[config.mk]
export PLATFORM = sky130hd
export DESIGN_NAME = visor_bp_unit
export DESIGN_NICKNAME = d
export VERILOG_FILES = /design/src/rtl/visor_bp_pkg.sv /design/src/rtl/visor_bp_slot.sv /design/src/rtl/visor_bp_unit.sv
export SDC_FILE = /design/constraint.sdc
export NUM_CORES = 1
export LEC_CHECK = 0
export CORE_UTILIZATION = 40
export CTS_BUF_LIST = sky130_fd_sc_hd__clkbuf_8 sky130_fd_sc_hd__clkbuf_16
export DETAILED_ROUTE_END_ITERATION = 7
export REMOVE_ABC_BUFFERS = 1
export SLEW_MARGIN = 20
export SYNTH_ARGS = -nofsm -noshare
export SYNTH_HDL_FRONTEND = slang
export SYNTH_HIERARCHICAL = 1
export SYNTH_SLANG_ARGS = --single-unit
[constraint.sdc]
create_clock -name sysclk -period 5 [get_ports sysclk]
set_clock_uncertainty 0.05 [all_clocks]
set_input_delay 1.5 -clock sysclk [delete_from_list [all_inputs] [get_ports sysclk]]
set_output_delay 1.5 -clock sysclk [all_outputs]
set_load 0.02 [all_outputs]
[src/rtl/visor_bp_pkg.sv]
// Shared types and helpers for the visor breakpoint/single-step engine.
package visor_bp_pkg;

  localparam int unsigned BP_ADDR_W  = 16;
  localparam int unsigned BP_COUNT_W = 8;

  typedef enum logic [1:0] {
    RUN,
    HALTED,
    RESUME,
    STEP
  } bp_state_e;

  typedef struct packed {
    logic [BP_ADDR_W-1:0]  addr;
    logic [BP_COUNT_W-1:0] reload;
    logic                  enable;
    logic                  range;
  } slot_cfg_t;

  function automatic int unsigned idx_w(input int unsigned n);
    return (n > 1) ? $clog2(n) : 1;
  endfunction

endpackage

[src/rtl/visor_bp_slot.sv]
// One breakpoint comparator with pending flag and pass counter.
// VISOR_BP_RANGE_EN adds inclusive range matching for odd/even slot pairs.
module visor_bp_slot
  import visor_bp_pkg::*;
#(
  parameter int unsigned ADDR_W  = BP_ADDR_W,
  parameter int unsigned COUNT_W = BP_COUNT_W
`ifdef VISOR_BP_RANGE_EN
  ,
  parameter bit          ODD     = 1'b0
`endif
) (
  input  logic               clk,
  input  logic               rst_n,
  input  logic [ADDR_W-1:0]  tg_code_addr,
  input  logic               tg_enable_exec,
  input  logic               run_en,
  input  logic               step_en,
  input  logic               clear_pend,
  input  logic               clear_all,
  input  logic               wr_en,
  input  logic [ADDR_W-1:0]  wr_addr,
  input  logic [COUNT_W-1:0] wr_count,
  input  logic               wr_enable,
  input  logic               wr_range,
`ifdef VISOR_BP_RANGE_EN
  input  logic [ADDR_W-1:0]  pair_addr,
  input  logic               pair_range,
  output logic [ADDR_W-1:0]  cfg_addr,
  output logic               cfg_range,
`endif
  output logic               evt,
  output logic               hit
);

  slot_cfg_t          cfg_q, cfg_d;
  logic               pend_q, pend_d;
  logic [COUNT_W-1:0] remain_q, remain_d;
  logic               match_raw;
  logic               match_comb;
  logic               pend_live;

`ifdef VISOR_BP_RANGE_EN
  // Odd slot in range mode spans [pair addr, own addr]; its even partner goes quiet.
  always_comb begin
    match_raw = (cfg_q.addr == tg_code_addr);
    if (ODD && cfg_q.range) begin
      match_raw = (pair_addr <= tg_code_addr) && (tg_code_addr <= cfg_q.addr);
    end else if (!ODD && pair_range) begin
      match_raw = 1'b0;
    end
  end

  assign cfg_addr  = cfg_q.addr;
  assign cfg_range = cfg_q.range;
`else
  logic unused_range;

  assign match_raw    = (cfg_q.addr == tg_code_addr);
  assign unused_range = cfg_q.range;
`endif

  assign match_comb = cfg_q.enable && match_raw;
  assign pend_live  = pend_q && !clear_pend;
  assign evt        = tg_enable_exec && (run_en || step_en) && (pend_live || match_comb);
  assign hit        = run_en && evt && (remain_q == '0) && !wr_en;

  always_comb begin
    cfg_d    = cfg_q;
    pend_d   = pend_q;
    remain_d = remain_q;
    if (clear_pend) begin
      pend_d = 1'b0;
    end
    if (run_en && match_comb) begin
      pend_d = 1'b1;
    end
    if (evt) begin
      pend_d = 1'b0;
      if (run_en) begin
        remain_d = (remain_q != '0) ? remain_q - COUNT_W'(1) : cfg_q.reload;
      end
    end
    if (clear_all) begin
      pend_d   = 1'b0;
      remain_d = cfg_q.reload;
    end
    if (wr_en) begin
      cfg_d.addr   = wr_addr;
      cfg_d.reload = wr_count;
      cfg_d.enable = wr_enable;
      cfg_d.range  = wr_range;
      pend_d       = 1'b0;
      remain_d     = wr_count;
    end
  end

  always_ff @(posedge clk or negedge rst_n) begin
    if (!rst_n) begin
      cfg_q    <= '0;
      pend_q   <= 1'b0;
      remain_q <= '0;
    end else begin
      cfg_q    <= cfg_d;
      pend_q   <= pend_d;
      remain_q <= remain_d;
    end
  end

endmodule

[src/rtl/visor_bp_unit.sv]
// Breakpoint and single-step engine: NUM_BP slots plus halt/resume/step FSM.
// VISOR_BP_RANGE_EN enables paired range breakpoints.
module visor_bp_unit
  import visor_bp_pkg::*;
#(
  parameter int unsigned NUM_BP  = 4,
  parameter int unsigned ADDR_W  = BP_ADDR_W,
  parameter int unsigned COUNT_W = BP_COUNT_W,
  parameter int unsigned IDX_W   = idx_w(NUM_BP)
) (
  input  logic               sysclk,
  input  logic               sysreset_n,
  input  logic [ADDR_W-1:0]  tg_code_addr,
  input  logic               tg_enable_exec,
  input  logic               bp_wr_en,
  input  logic [IDX_W-1:0]   bp_wr_idx,
  input  logic [ADDR_W-1:0]  bp_wr_addr,
  input  logic [COUNT_W-1:0] bp_wr_count,
  input  logic               bp_wr_enable,
  input  logic               bp_wr_range,
  input  logic               step_req,
  input  logic               resume_req,
  input  logic               clear_req,
  output logic               tg_hold,
  output logic               halted,
  output logic [NUM_BP-1:0]  hit_mask,
  output logic               hit_step,
  output logic [ADDR_W-1:0]  hit_addr
);

  bp_state_e          state_q, state_d;
  logic               tg_hold_q, tg_hold_d;
  logic [NUM_BP-1:0]  hit_mask_q, hit_mask_d;
  logic               hit_step_q, hit_step_d;
  logic [ADDR_W-1:0]  hit_addr_q, hit_addr_d;
  logic [NUM_BP-1:0]  evt_v, hit_v, wr_sel;
  logic               resume_hold;
  logic               slot_run;
  logic               clear_pend;

`ifdef VISOR_BP_RANGE_EN
  logic [ADDR_W-1:0]  cfg_addr_v [NUM_BP];
  logic [NUM_BP-1:0]  cfg_range_v;
`endif

  // RESUME behaves like RUN as soon as the target has moved off the halt address.
  assign resume_hold = (state_q == RESUME) && (tg_code_addr == hit_addr_q);
  assign slot_run    = (state_q == RUN) || ((state_q == RESUME) && !resume_hold);

  for (genvar i = 0; i < NUM_BP; i++) begin : g_slot
    assign wr_sel[i] = bp_wr_en && (32'(bp_wr_idx) == i);

`ifdef VISOR_BP_RANGE_EN
    logic [ADDR_W-1:0] pair_addr;
    logic              pair_range;

    if ((i ^ 1) < NUM_BP) begin : g_pair
      assign pair_addr  = cfg_addr_v[i ^ 1];
      assign pair_range = cfg_range_v[i ^ 1];
    end else begin : g_nopair
      assign pair_addr  = '0;
      assign pair_range = 1'b0;
    end
`endif

    visor_bp_slot #(
      .ADDR_W (ADDR_W),
      .COUNT_W(COUNT_W)
`ifdef VISOR_BP_RANGE_EN
      ,
      .ODD    ((i % 2) == 1)
`endif
    ) u_slot (
      .clk           (sysclk),
      .rst_n         (sysreset_n),
      .tg_code_addr  (tg_code_addr),
      .tg_enable_exec(tg_enable_exec),
      .run_en        (slot_run),
      .step_en       (state_q == STEP),
      .clear_pend    (clear_pend),
      .clear_all     (clear_req),
      .wr_en         (wr_sel[i]),
      .wr_addr       (bp_wr_addr),
      .wr_count      (bp_wr_count),
      .wr_enable     (bp_wr_enable),
      .wr_range      (bp_wr_range),
`ifdef VISOR_BP_RANGE_EN
      .pair_addr     (pair_addr),
      .pair_range    (pair_range),
      .cfg_addr      (cfg_addr_v[i]),
      .cfg_range     (cfg_range_v[i]),
`endif
      .evt           (evt_v[i]),
      .hit           (hit_v[i])
    );
  end

  always_comb begin
    state_d    = state_q;
    hit_mask_d = hit_mask_q & ~wr_sel;
    hit_step_d = hit_step_q;
    hit_addr_d = hit_addr_q;
    clear_pend = 1'b0;
    case (state_q)
      RUN, RESUME: begin
        if (slot_run) begin
          clear_pend = (state_q == RESUME);
          state_d    = RUN;
          if (|hit_v) begin
            state_d    = HALTED;
            hit_mask_d = hit_v;
            hit_addr_d = tg_code_addr;
            hit_step_d = 1'b0;
          end
        end
      end
      HALTED: begin
        if (resume_req) begin
          state_d = RESUME;
        end else if (step_req) begin
          state_d = STEP;
        end
      end
      STEP: begin
        if (tg_enable_exec) begin
          state_d    = HALTED;
          hit_mask_d = evt_v & ~wr_sel;
          hit_addr_d = tg_code_addr;
          hit_step_d = 1'b1;
        end
      end
      default: state_d = RUN;
    endcase
    if (clear_req) begin
      state_d    = RUN;
      hit_mask_d = '0;
      hit_step_d = 1'b0;
      clear_pend = 1'b1;
    end
    tg_hold_d = (state_d == HALTED);
  end

  always_ff @(posedge sysclk or negedge sysreset_n) begin
    if (!sysreset_n) begin
      state_q    <= RUN;
      tg_hold_q  <= 1'b0;
      hit_mask_q <= '0;
      hit_step_q <= 1'b0;
      hit_addr_q <= '0;
    end else begin
      state_q    <= state_d;
      tg_hold_q  <= tg_hold_d;
      hit_mask_q <= hit_mask_d;
      hit_step_q <= hit_step_d;
      hit_addr_q <= hit_addr_d;
    end
  end

  assign tg_hold  = tg_hold_q;
  assign halted   = (state_q == HALTED);
  assign hit_mask = hit_mask_q;
  assign hit_step = hit_step_q;
  assign hit_addr = hit_addr_q;

endmodule

After elaboration in Yosys (flattened, before gate mapping):

Index checks and enable logic that the tools add are counted.

* add/sub/neg operators: 4
* eq/ne operators: 18
* mux-type cells: 61
* bitwise logic cells: 3
* reduce and logical (&&, ||, !) cells: 79

Operators with widths (count)
* 8-bit two-way mux: 20
* 16-bit equality test: 5
* 16-bit two-way mux: 3
* 1-bit logical AND: 35
* 8-bit logical NOT: 4
* 16-bit case mux with 2 select lines: 1
* 8-bit nonzero test: 4
* 8-bit by 1-bit subtractor with 8-bit output (second input constant): 4
* 3-bit nonzero test: 9
* 1-bit two-way mux: 25
* 5-bit nonzero test: 4
* 4-bit two-way mux: 4
* 2-bit two-way mux: 5
* 4-bit AND: 2
* 2-bit equality test (second input constant): 4
* 4-bit case mux with 2 select lines: 1
* 2-bit AND reduction: 4
* 4-bit AND reduction: 2
* 2-bit by 1-bit equality test with 1-bit output (second input constant): 3
* 1-bit logical NOT: 6
* 1-bit logical OR: 6
* 3-bit inequality test (second input constant): 2
* 2-bit case mux with 3 select lines: 1
* 2-bit logical NOT: 2
* 8 further kinds: 9

* bits in registers: 160
* word-level logic and storage cells: 190

Logic depth before layout (Yosys ltp):

* word-level depth: 21
* depth in mapped cells: 14

Modules after synthesis:

The synthesis kept the hierarchy.

Modules (own cells, without submodules)
* visor_bp_slot: times used 4, cells an instance 170, area each 1799.2 sq um, sequential area each 850.8 sq um
* visor_bp_unit: times used 1, cells an instance 185, area each 1654.1 sq um, sequential area each 600.6 sq um

Worst setup path before layout:

OpenSTA, ideal clock, no wires.

* path kind: input-to-reg
* start: input port tg_code_addr[15]
* end: register hit_addr_q[0] (netlist: hit_addr[0])
* arrival: 4158 ps
* setup slack: 658 ps
* cell stages on the path: 14
* cell sequence: xor2_1 > nor4_1 > nand4_1 > clkbuf_1 > a31o_2 > nand2b_1 > o21ai_0 > nand2_1 > nor4bb_1 > nor4_1 > nor2_1 > o21a_1 > buf_6 > o211ai_2

* cells in the longest elaborated chain, start to end: 18
* elaborated cells on any way between the ends: 47
* classes of those cells: eq/ne: 7; mux: 3; reduce/logical: 37

Ends and longest elaborated chain
* from (decl): line visor_bp_unit.sv:13 `input logic [ADDR_W-1:0] tg_code_addr,`
* 16-bit equality test: line visor_bp_unit.sv:47 `assign resume_hold = (state_q == RESUME) && (tg_code_addr == hit_addr_q);`
* 1-bit logical AND: line visor_bp_unit.sv:47
* 1-bit logical NOT: line visor_bp_unit.sv:48 `assign slot_run = (state_q == RUN) || ((state_q == RESUME) && !resume_hold);`
* 1-bit logical AND: line visor_bp_unit.sv:48
* 1-bit logical OR: line visor_bp_unit.sv:48
* 1-bit two-way mux: line visor_bp_unit.sv:106 `if (slot_run) begin`
* 1-bit two-way mux: line visor_bp_unit.sv:104 `case (state_q)`
* 1-bit two-way mux: line visor_bp_unit.sv:134 `if (clear_req) begin`
* net clear_pend: line visor_bp_unit.sv:39 `logic clear_pend;`
* [... 1 more ...]
* 1-bit logical AND: line visor_bp_slot.sv:64 `assign pend_live = pend_q && !clear_pend;`
* 1-bit logical OR: line visor_bp_slot.sv:65 `assign evt = tg_enable_exec && (run_en || step_en) && (pend_live || match_comb);`
* 1-bit logical AND: line visor_bp_slot.sv:65
* 1-bit logical AND (3 in a row): line visor_bp_slot.sv:66 `assign hit = run_en && evt && (remain_q == '0) && !wr_en;`
* net hit_v[0]: line visor_bp_unit.sv:36 `logic [NUM_BP-1:0] evt_v, hit_v, wr_sel;`
* 4-bit OR reduction: line visor_bp_unit.sv:109 `if (|hit_v) begin`
* 2-bit inequality test (no line)
* 4-bit AND reduction (no line)
* to (signal assigned): line visor_bp_unit.sv:155 `hit_addr_q <= hit_addr_d;`
* to (decl): line visor_bp_unit.sv:35 `logic [ADDR_W-1:0] hit_addr_q, hit_addr_d;`

The timed path passes the listed nets, and every way through them passes these cells.
A chain may end at the register's enable or synchronous reset.

Final worst setup path:

* start: input port tg_code_addr[8]
* end: register hit_step_q (netlist: hit_step)

* cells in the longest elaborated chain, start to end: 18
* elaborated cells on any way between the ends: 47
* classes of those cells: eq/ne: 7; mux: 3; reduce/logical: 37

Ends and longest elaborated chain
* 16-bit equality test: line visor_bp_unit.sv:47
* 1-bit logical AND: line visor_bp_unit.sv:47
* 1-bit logical NOT: line visor_bp_unit.sv:48
* 1-bit logical AND: line visor_bp_unit.sv:48
* 1-bit logical OR: line visor_bp_unit.sv:48
* 1-bit two-way mux: line visor_bp_unit.sv:106
* 1-bit two-way mux: line visor_bp_unit.sv:104
* 1-bit two-way mux: line visor_bp_unit.sv:134
* net clear_pend: line visor_bp_unit.sv:39
* [... 1 more ...]
* 1-bit logical AND: line visor_bp_slot.sv:64
* 1-bit logical OR: line visor_bp_slot.sv:65
* 1-bit logical AND: line visor_bp_slot.sv:65
* 1-bit logical AND (3 in a row): line visor_bp_slot.sv:66
* net hit_v[3]: line visor_bp_unit.sv:36
* 4-bit OR reduction: line visor_bp_unit.sv:109
* 3-bit inequality test (no line)
* 4-bit AND reduction (no line)
* to (signal assigned): line visor_bp_unit.sv:154 `hit_step_q <= hit_step_d;`
* to (decl): line visor_bp_unit.sv:34 `logic hit_step_q, hit_step_d;`

The timed path passes the listed nets, and every way through them passes these cells.

==> impl_metrics.env <==
export IMPL_status="finished, final reports clean"
export IMPL_ys_ff_latch=160
export IMPL_cp_top_family="simple AND/OR/NAND/NOR gates"
export IMPL_max_freq_mhz=215
export IMPL_drv_slew=0
export IMPL_rows=54
export IMPL_synth_area_leaders="dfrtp_1 (45%), mux2_2 (9.7%), xor2_1 (7.9%)"
export IMPL_syn_inst=865
export IMPL_hold_violations=0
export IMPL_max_vdd_ir_drop_v=0.000239
export IMPL_synth_top_area_share_pct=45.2
export IMPL_cts_buffers=17
export IMPL_switching_share_pct=31.1
export IMPL_gr_usage_all_layers_pct=20.5
export IMPL_synth_async_reset_ratio_pct=100
export IMPL_clock_sinks=160
export IMPL_grt_pass1_vias=6478
export IMPL_path_cells="clkdlybuf4s50_1 > xor2_1 > nor4_1 > nand4_1 > a31o_2 > nand2b_1 > o21ai_0 > nand2_1 > nor4bb_1 > nor4_1 > nor2_1 > o21a_1 > buf_4 > o22ai_1"
export IMPL_comb_power_share_pct=19.3
export IMPL_cts_path_max_buffers=2
export IMPL_dr_pass1_iters=5
export IMPL_cp_num_buf_inv=2
export IMPL_netlist_area_mm2=0.00885
export IMPL_n_antenna_cell=0
export IMPL_drt_first_iter_violations=328
export IMPL_post_cts_buffers=0
export IMPL_synth_ff_type="dfrtp_1"
export IMPL_vias_per_cell=5.27
export IMPL_fin_crit_sh_pct=92.9
export IMPL_antenna_found_initial=0
export IMPL_slowest_stage="clkdlybuf4s50_1"
export IMPL_die_area_mm2=0.0227
export IMPL_wirelength_um=21800
export IMPL_path_clk_slew_ns=0.08
export IMPL_start_kind="input pin"
export IMPL_crit_fanout=11
export IMPL_dpl_hpwl_um=14800
export IMPL_rsz0062_at_grt="no"
export IMPL_relSlewSlack_pct=42.8
export IMPL_yosysTopAreaCell="dfrtp_1"
export IMPL_maxCapViolCount=0
export IMPL_synthDistinctLibCells=46
export IMPL_layout_commonest_cell="dfrtp_1"
export IMPL_wl_per_cell_um=17.4
export IMPL_pwr_share_clk_pct=35.6
export IMPL_powerDensity_mw_per_mm2=349
export IMPL_ys_warnings_count=6
export IMPL_cts_repair_resized=0
export IMPL_seq_power_share_pct=45.0
export IMPL_yosysSeqAreaShare_pct=45.2
export IMPL_num_vias=6625
export IMPL_period_needed_ns=4.65
export IMPL_worstSetupPathType="in2reg"
export IMPL_clockRootBuffer="clkbuf_16"
export IMPL_num_fill_cells=2083
export IMPL_core_mm2=0.0218
export IMPL_pin_count=74
export IMPL_tightest_slew_ns=0.858
export IMPL_start_util_pct=40.7
export IMPL_grt_first_pass_wirelength_um=35400
export IMPL_seq_area_mm2=0.00400
export IMPL_power_mw=3.74
export IMPL_nets=1022
export IMPL_die_y_um=151
export IMPL_critPathRequiredTime_ns=5.25
export IMPL_arrival_ns=4.90
export IMPL_hp_class="reg2reg"
export IMPL_drc=0
export IMPL_drtAntennaViolNets=0
export IMPL_cts_tree="built"
export IMPL_syn2layout_area_growth_pct=21.0
export IMPL_die_w_um=151
export IMPL_cp_common_cell="nor4_1"
export IMPL_synth_edff_count=0
export IMPL_place_congestion=0.774
export IMPL_drive_gt1_share_pct=20.1
export IMPL_grt_max_degree=87
export IMPL_hold_buffers=0
export IMPL_p_leak_nw=4.64
export IMPL_crit_path_max_incr_delay_ns=0.50
export IMPL_gr_total_overflow=0
export IMPL_layout_cells_most_common_list="dfrtp_1 (160), xor2_1 (80), mux2_2 (76), nand2_1 (73), clkdlybuf4s50_1 (71)"
export IMPL_finalSetupViolCount=0
export IMPL_io_buffers=72
export IMPL_worstSkewPairLatency_ns=0.45
export IMPL_setup_tns_ns=0
export IMPL_multi_input_area_mm2=0.00445
export IMPL_htree_levels=4
export IMPL_avgSynthCellArea_um2=10.2
export IMPL_endpoint_kind="flop"
export IMPL_power_switching_mw=1.16
export IMPL_internal_power_mw=2.57
[Yosys cell counts (5+ instances only)]
cell type and instances:
and3_1 9, buf_2 5, nor3_1 26, inv_1 49
nand3_1 13, nor4b_1 8, nand4_1 5, mux2_2 76
a21oi_1 9, o211ai_1 21, o211ai_2 19, a31oi_1 24
xor2_1 80, nand2b_1 5, ha_1 8, nor4_1 21
a211o_1 24, o21ai_0 37, xnor2_1 24, clkbuf_1 26
buf_1 5, o21ai_1 8, nor2_1 69, buf_6 6
nand2_1 73, dfrtp_1 160
[routing by layer]
metal / share of wire (%) / vias up / global-route usage (%)
met4: 1.4 / 0 / 6.55
li1: - / 3253 / -
met3: 3.6 / 19 / 3.52
met5: 0 / - / 0
met1: 49 / 3232 / 29.1
met2: 46 / 121 / 31.7
[state kept, by name (all words and copies together), names as in the netlist]
register	count
state_q	2
g_slot.u_slot/pend_q	4
g_slot.u_slot/remain_q	32
g_slot.u_slot/cfg_q	100
hit_addr	16
tg_hold	1
hit_mask	4
hit_step	1
[worst paths after layout]
kind | cells past startpoint | start | end | slack, ns
worst max-delay path | 14 | tg_code_addr[8] | hit_step$_DFFE_PN0P_ | 0.35
worst min-delay path | 1 | g_slot[1].u_slot/cfg_q[2]$_DFFE_PN0P_ | g_slot[1].u_slot/cfg_q[2]$_DFFE_PN0P_ | 0.46
worst max register to register | 13 | hit_addr[15]$_DFFE_PN0P_ | hit_step$_DFFE_PN0P_ | 1.43
worst min register to register | 1 | g_slot[1].u_slot/cfg_q[2]$_DFFE_PN0P_ | g_slot[1].u_slot/cfg_q[2]$_DFFE_PN0P_ | 0.46
max in group asynchronous | 2 | sysreset_n | hit_mask[2]$_DFF_PN0_ | 2.92
min in group asynchronous | 1 | sysreset_n | g_slot[1].u_slot/cfg_q[7]$_DFFE_PN0P_ | 1.06
[metrics by stage]
| stage | worst slack [ns] | hold WS [ns] | cell area, µm² | instances | utilization [%] |
|---|---|---|---|---|---|
| CTS | 0.355 | 0.465 | 10700 | 1256 | 49.2 |
| finish | 0.353 | 0.462 | 10700 | 1256 | 49.2 |
| global route | 0.0960 | 0.489 | 10700 | 1256 | 49.2 |
| floorplan | -0.421 | 0.432 | 8640 | 823 | - |
| detailed placement | -0.104 | 0.447 | 10100 | 1224 | 46.4 |
| global placement | -0.0290 | 0.440 | 10100 | 1224 | 46.4 |
[power groups by stage]
stage,combinational [mW],sequential (mW),clock (mW)
finish,0.723,1.68,1.33
global route,0.813,1.72,1.42
CTS,0.732,1.68,1.37
detailed placement,0.726,1.71,0
global placement,0.715,1.70,0
floorplan,0.488,1.67,0
[area by class of cell]
| class | instances | area share (%) |
|---|---|---|
| Clock buffer | 17 | 3.97 |
| Multi-Input combinational cell | 613 | 41.5 |
| Clock inverter | 15 | 1.81 |
| Tap cell | 280 | 3.27 |
| Timing Repair Buffer | 121 | 10.3 |
| Inverter | 50 | 1.75 |
| Sequential cell | 160 | 37.4 |
[cells by family after synthesis]
| family | after synthesis | share of synthesized area (%) |
|---|---|---|
| xor+xnor | 104 | 10.3 |
| mux | 80 | 10.2 |
| compound gates | 157 | 12.9 |
| flops | 160 | 45.2 |
| buf+inv | 92 | 4.48 |
| fa+ha+maj | 8 | 1.13 |
| simple gates | 264 | 15.7 |
Power figures use the tool's default switching activity.
